<file path="src/rtl/seg_reader.sv">
// Two-digit seven-segment display reader: debounces {seg1,seg0}, decodes it and
// hands the result over a valid/ready port. Optional macro: SEG_READER_BLANK_EN.
`timescale 1ns/1ps

module seg_reader #(
  parameter int STABLE_CYCLES = 4
) (
  input  logic       clk,
  input  logic       rst_n,
  input  logic [6:0] seg0,
  input  logic [6:0] seg1,
  input  logic       ready,
  output logic       valid,
  output logic [3:0] tens,
  output logic [3:0] ones,
  output logic [6:0] value,
  output logic       error,
  output logic [7:0] err_count
);

  // Handshake: a result is transferred on a rising edge where valid and ready
  // are both high; valid never drops and the result never changes before that.
  typedef enum logic [1:0] {
    IDLE,
    SETTLE,
    PRESENT
  } state_t;

  state_t      state;
  logic [7:0]  count;
  logic [13:0] snapshot;
  logic [13:0] last_reported;
  logic [13:0] pair;

  logic [4:0]  dec_tens;
  logic [4:0]  dec_ones;
  logic        dec_ok;
  logic [6:0]  dec_value;
  logic        settle_done;

  assign pair = {seg1, seg0};

  // Returns {legal, digit}; an illegal pattern gives all zeros.
  function automatic logic [4:0] decode_digit(input logic [6:0] pat);
    case (pat)
      7'h3F:   return {1'b1, 4'd0};
      7'h06:   return {1'b1, 4'd1};
      7'h5B:   return {1'b1, 4'd2};
      7'h4F:   return {1'b1, 4'd3};
      7'h66:   return {1'b1, 4'd4};
      7'h6D:   return {1'b1, 4'd5};
      7'h7D:   return {1'b1, 4'd6};
      7'h07:   return {1'b1, 4'd7};
      7'h7F:   return {1'b1, 4'd8};
      7'h6F:   return {1'b1, 4'd9};
      default: return 5'b0_0000;
    endcase
  endfunction

  always_comb begin
    dec_tens = decode_digit(snapshot[13:7]);
    dec_ones = decode_digit(snapshot[6:0]);
`ifdef SEG_READER_BLANK_EN
    // A dark tens digit is leading-zero blanking, not a fault.
    if (snapshot[13:7] == 7'h00) begin
      dec_tens = {1'b1, 4'd0};
    end
`endif
    dec_ok    = dec_tens[4] & dec_ones[4];
    dec_value = 7'(dec_tens[3:0]) * 7'd10 + 7'(dec_ones[3:0]);
  end

  // The edge that brings count up to STABLE_CYCLES completes the settle.
  assign settle_done = (count == 8'(STABLE_CYCLES - 1));

  always_ff @(posedge clk or negedge rst_n) begin
    if (!rst_n) begin
      state         <= IDLE;
      count         <= 8'd0;
      snapshot      <= 14'd0;
      last_reported <= 14'd0;
      valid         <= 1'b0;
      tens          <= 4'd0;
      ones          <= 4'd0;
      value         <= 7'd0;
      error         <= 1'b0;
      err_count     <= 8'd0;
    end else begin
      case (state)
        IDLE: begin
          if (pair != last_reported) begin
            snapshot <= pair;
            count    <= 8'd1;
            state    <= SETTLE;
          end
        end

        SETTLE: begin
          if (pair != snapshot) begin
            snapshot <= pair;
            count    <= 8'd1;
          end else begin
            count <= count + 8'd1;
            if (settle_done) begin
              valid <= 1'b1;
              state <= PRESENT;
              if (dec_ok) begin
                tens  <= dec_tens[3:0];
                ones  <= dec_ones[3:0];
                value <= dec_value;
                error <= 1'b0;
              end else begin
                tens  <= 4'd0;
                ones  <= 4'd0;
                value <= 7'd0;
                error <= 1'b1;
              end
            end
          end
        end

        PRESENT: begin
          // Inputs are ignored here; the snapshot is what gets remembered.
          if (ready) begin
            last_reported <= snapshot;
            valid         <= 1'b0;
            state         <= IDLE;
            if (error && (err_count != 8'hFF)) begin
              err_count <= err_count + 8'd1;
            end
          end
        end

        default: begin
          state <= IDLE;
          valid <= 1'b0;
        end
      endcase
    end
  end

endmodule

</file>
<file path="config.mk">
export PLATFORM = sky130hd
export DESIGN_NAME = seg_reader
export DESIGN_NICKNAME = d
export VERILOG_FILES = /design/src/rtl/seg_reader.sv
export SDC_FILE = /design/constraint.sdc
export NUM_CORES = 1
export LEC_CHECK = 0
export ABC_AREA = 1
export CORE_ASPECT_RATIO = 1.5
export CORE_MARGIN = 5
export CORE_UTILIZATION = 60
export CTS_CLUSTER_DIAMETER = 60
export CTS_CLUSTER_SIZE = 40
export DETAILED_ROUTE_END_ITERATION = 8
export DONT_BUFFER_PORTS = 1
export GPL_TIMING_DRIVEN = 0
export HOLD_SLACK_MARGIN = 0.05
export PLACE_DENSITY = 0.76
export SLEW_MARGIN = 20
export SYNTH_ARGS = -nofsm -noshare
export SYNTH_HDL_FRONTEND = slang
export SYNTH_SLANG_ARGS = --single-unit
</file>
<file path="constraint.sdc">
create_clock -name clk -period 3.6 [get_ports clk]
set_input_delay 0.72 -clock clk [delete_from_list [all_inputs] [get_ports clk]]
set_output_delay 0.72 -clock clk [all_outputs]
set_load 0.01 [all_outputs]
</file>
### Word-level counts from Yosys, hierarchy flattened

Cells that the tools add are included.

| storage, ports and cells | value |
|---|---|
| register bits | 63 |
| input port bits | 17 |
| logic and storage cells | 79 |

| operators by class | value |
|---|---|
| add/subtract/negate cells | 3 |
| multipliers | 1 |
| eq/ne operators | 31 |
| muxes and demuxes | 21 |
| bitwise gates (word level) | 3 |
| reduce and logical (&&, ||, !) cells | 10 |

Operators with widths:

| kind | number |
|---|---|
| one-hot mux 5 bit (10 select lines) | 2 |
| equality test 7 bit, second input constant | 14 |
| equality test 7 x 3 -> 1 bit, second input constant | 4 |
| 2-to-1 mux 14 bit | 2 |
| != test 14 bit | 2 |
| one-hot mux 14 bit (2 select lines) | 1 |
| adder 8 x 1 -> 8 bit, second input constant | 2 |
| 2-to-1 mux 8 bit | 2 |
| one-hot mux 8 bit (2 select lines) | 1 |
| equality test 7 x 6 -> 1 bit, second input constant | 2 |
| != test 2 bit, second input constant | 5 |
| AND reduction 3 bit | 3 |
| equality test 8 x 2 -> 1 bit, second input constant | 1 |
| 2-to-1 mux 2 bit | 4 |
| 2-to-1 mux 4 bit | 2 |
| != test 8 bit, second input constant | 1 |
| AND reduction 4 bit | 2 |
| adder 7 x 4 -> 7 bit | 1 |
| 2-to-1 mux 7 bit | 1 |
| multiplier 4 x 3 -> 6 bit, second input constant | 1 |
| one-hot mux 2 bit (3 select lines) | 1 |
| 2-to-1 mux 1 bit | 4 |
| AND reduction 2 bit | 2 |
| one-hot mux 1 bit (3 select lines) | 1 |
| 7 further kinds | 8 |

### Depth between registers and ports, before layout

| depth | value |
|---|---|
| depth after elaboration | 5 |
| gate-level depth with buffers | 20 |
| depth with buffers taken out | 20 |

### Least setup slack after synthesis

Ideal clock, no wire load.

| timing | value |
|---|---|
| path kind | flip-flop to flip-flop |
| start point | register snapshot[11] |
| end point | register value[6] |
| library setup time | 65 ps |
| arrival | 2562 ps |
| slack | 973 ps |
| cell stages (with the launch flop) | 20 |
| period minus slack after synthesis | 2627 ps |
| cells stage by stage | dfrtp_1 buf_2 nor3_1 nand2_1 nand2_1 nor2_1 inv_1 ha_1 ha_1 inv_1 fa_1 nor2_1 nand4_1 nand2_1 inv_1 nand2_1 nand2_1 nor2_1 nand2_1 nand2_1 |

| on the way | value |
|---|---|
| longest elaborated chain between the ends | 5 |
| elaborated cells between the ends (all ways) | 18 |
| classes of those cells | add/sub: 1; mul: 1; eq/ne: 11; mux: 2; bitwise: 2; reduce/logical: 1 |

Ends and longest elaborated chain:

| item | RTL line | source |
|---|---|---|
| start: declaration | 31 | `logic [13:0] snapshot;` |
| start signal: assignment | 92 | `snapshot <= pair;` |
| start signal: assignment | 100 | `snapshot <= pair;` |
| equality test 7 bit (tied with other cells) | 45 | `case (pat)` |
| one-hot mux 5 bit (10 select lines) | 45 |  |
| multiplier 4 x 3 -> 6 bit | 70 | `dec_value = 7'(dec_tens[3:0]) * 7'd10 + 7'(dec_ones[3:0]);` |
| adder 7 x 4 -> 7 bit | 70 |  |
| 2-to-1 mux 7 bit | 107 | `if (dec_ok) begin` |
| end signal: assignment | 110 | `value <= dec_value;` |
| end: declaration | 16 | `output logic [6:0] value,` |

Parallel ways exist; a longest one is shown, timed or not.
A chain may end at the register's enable or synchronous reset.

### Worst setup path after layout

| timing | value |
|---|---|
| start point | register snapshot[7] |
| end point | register value[6] |

Same word-level chain as after synthesis.

==> impl_metrics.tcl <==
set metrics [dict create \
    synth_seq_cells 62 \
    io_pins 42 \
    r2r_cells 19 \
    num-nets-final 576 \
    timing.slew.headroom 0.630 \
    finClkSkew_ns 0.0103 \
    cts_buffers 9 \
    tritoncts "built" \
    viasPerCell 5.43 \
    irDropWorstVdd_mv 0.411 \
    worstPathMaxFanout 6 \
    root_buffer "clkbuf_8" \
    fmax_mhz 334 \
    fillers 532 \
    core_area_um2 6170 \
    route.detailed.drc 0 \
    crit_chain "nand2_1 > nor2_1 > nand2_1 > o21ai_0 > nor2_1 > inv_1 > ha_1 > ha_1 > inv_1 > fa_1 > nor2_1 > nand4_1 > nand2_1 > inv_1 > nand2_1 > nand2_1 > nor2_1 > nand2_1 > nand2_1" \
    r2r_slack_ns 0.60 \
    clk_latency_ns 0.35 \
    rr_startpoint "snapshot[7]" \
    status "finished, final reports clean" \
    rsz0062_at_grt "no" \
    worstMarginPinSlew_ns 0.554 \
    routed-via-count 3409 \
    r2r-end "value[6]" \
    dp_hpwl_mm 6.58 \
    syn_area_um2 3810 \
    syn_inst 536 \
    min_period_ns 3.00 \
    critPathRequiredTime_ns 3.88 \
    crit_top_cell "nand2_1" \
    drt-initial-drc-count 160 \
    fin_cells 628 \
    design.die.area_um2 8070 \
    grt_pass1_vias 3395 \
    routedWlPerCell_um 14.2 \
    die_h_um 108 \
    drive_gt1_frac 0.0776 \
    h-tree-depth 3 \
    ctsResizeCount 0 \
    hold_viol 0 \
    min_period_over_period 0.833 \
    maxCapViolCount 0 \
    placed_cells 610 \
    slew_violations 0 \
    powerDensity_nw_per_um2 385 \
    clockBufferDepth 2 \
    cpPeakStageDelay_ns 0.46 \
    path_class "reg2reg" \
    fp.dieW_um 75.1 \
    utilization 0.673 \
    worstSetupEndpointType "flip-flop" \
    mostFrequentLayoutCells "219 x nand2_1, 62 x dfrtp_1, 60 x nor2_1" \
    initial_utilization 0.617 \
    startpoint_type "flip-flop" \
    drt-total-wl_mm 8.90 \
    portBuffers 0 \
    timing.hold.ws_ns 0.0738 \
    avgSynthCellArea_um2 7.11 \
    track_usage 0.238 \
    fin_tns_setup_ns 0 \
    setup_viol 0 \
    grt_antenna_before_repair 0 \
    gp_congestion 0.945 \
    firstDrtPassIters 5 \
    ys_types 30 \
    min_path_type "in2async" \
    area_delta_synth_final_pct 9.07 \
    layout_commonest_cell "nand2_1" \
    clkTransAtPathRegs_ns 0.07 \
    leakage_nw 2.21 \
    grt_pass1_wl_mm 14.9 \
    ant_nets 0 \
    grt.overflow.total 0 \
    critPathSlowestCell "dfrtp_1" \
    yosysSeqAreaShare 0.407 \
    worst_ep_arrival_time_ns 3.28 \
    grt_max_degree 63 \
    ys_warn_count 0 \
    synth_nets 563 \
    antennaDiodeCount 0 \
    p_total_w 0.00160 \
    fp-row-count 35 \
    cts.sinks 62 \
]
critical path: cells and delay by family, from the launching register on:
family	cells	cell delay, ns
and+or+nand+nor	12	1.19
adders and majority gates	3	0.97
DFF	1	0.46
buffers and inverters	3	0.25
AOI/OAI and AO/OA	1	0.07
layout make-up:
cell class | count | area, um2 | area share
plain buffers | 12 | 78.8 | 0.0190
clock buffers | 10 | 138 | 0.0331
clock inverters | 6 | 85.1 | 0.0205
inverters | 59 | 224 | 0.0539
multi-input cells | 403 | 1950 | 0.470
flip-flops and latches | 62 | 1550 | 0.373
well taps | 74 | 92.6 | 0.0223
repair buffers | 2 | 30.0 | 0.00723
layer usage:
metal / part of all wire / track usage
met5: 0 / 0
met3: 0.060 / 0.0589
met2: 0.52 / 0.410
met4: 0.035 / 0.108
met1: 0.38 / 0.269
how the worst max path moves through the flow:
| stage | start | to | slack, ns | depth (start not counted) |
|---|---|---|---|---|
| 6_report | snapshot[7] | value[6] | 0.60 | 19 |
| 5_1_grt | snapshot[8] | value[6] | 0.19 | 19 |
| 4_1_cts | snapshot[11] | value[6] | 0.59 | 20 |
| 3_5_place_dp | snapshot[11] | value[6] | 0.62 | 20 |
| 3_3_place_gp | snapshot[10] | value[6] | 0.72 | 19 |
| 2_1_floorplan | snapshot[11] | value[6] | 0.97 | 19 |
cells in the mapped netlist, drive strengths merged:
cell    count  share of area
a21oi       3         0.0039
xor2       12          0.028
nand4      20          0.033
inv        59          0.059
nor2       65          0.070
nor3b       1         0.0020
a31oi       1         0.0016
o31ai       2         0.0039
dfrtp      62           0.41
a21boi      1         0.0020
nor3        7          0.012
nand3      21          0.035
nand2     220           0.22
fa          2          0.011
mux2        1         0.0030
xnor2      12          0.028
clkbuf      4         0.0039
o21ai      27          0.035
buf         8          0.017
ha          8          0.026
cell families after synthesis:
logic type	count (synthesis)	share of synthesized area
AO/OA/AOI/OAI	34	0.0470
XOR/XNOR	24	0.0552
adder cells (fa/ha/maj)	10	0.0368
buffers and inverters	71	0.0795
flip-flops	62	0.407
multiplexers	1	0.00296
AND/OR/NAND/NOR	334	0.371
sequential cells by signal, indices dropped and copies added (netlist names):
| register | cells |
|---|---|
| tens | 4 |
| last_reported | 14 |
| valid | 1 |
| state | 2 |
| snapshot | 14 |
| count | 8 |
| err_count | 8 |
| value | 6 |
| ones | 4 |
| error | 1 |
timing repair:
item / 4_1_cts / 5_1_grt
hold buffers: 0 / 2
hold endpoints to repair: 0 / 23
setup buffers: 0 / 0
stage by stage:
stage,cell area [um2],setup WS (ns)
after floorplan,3810,0.973
after global placement,3900,0.719
after detailed placement,3900,0.621
after CTS,4120,0.594
after global routing,4150,0.193
final,4150,0.602
where the power goes:
part | switching [W] | internal [W]
clock | 0.000280 | 0.000406
sequential | 0.0000222 | 0.000716
combinational | 0.000120 | 0.0000563
Power figures use the tool's default switching activity.
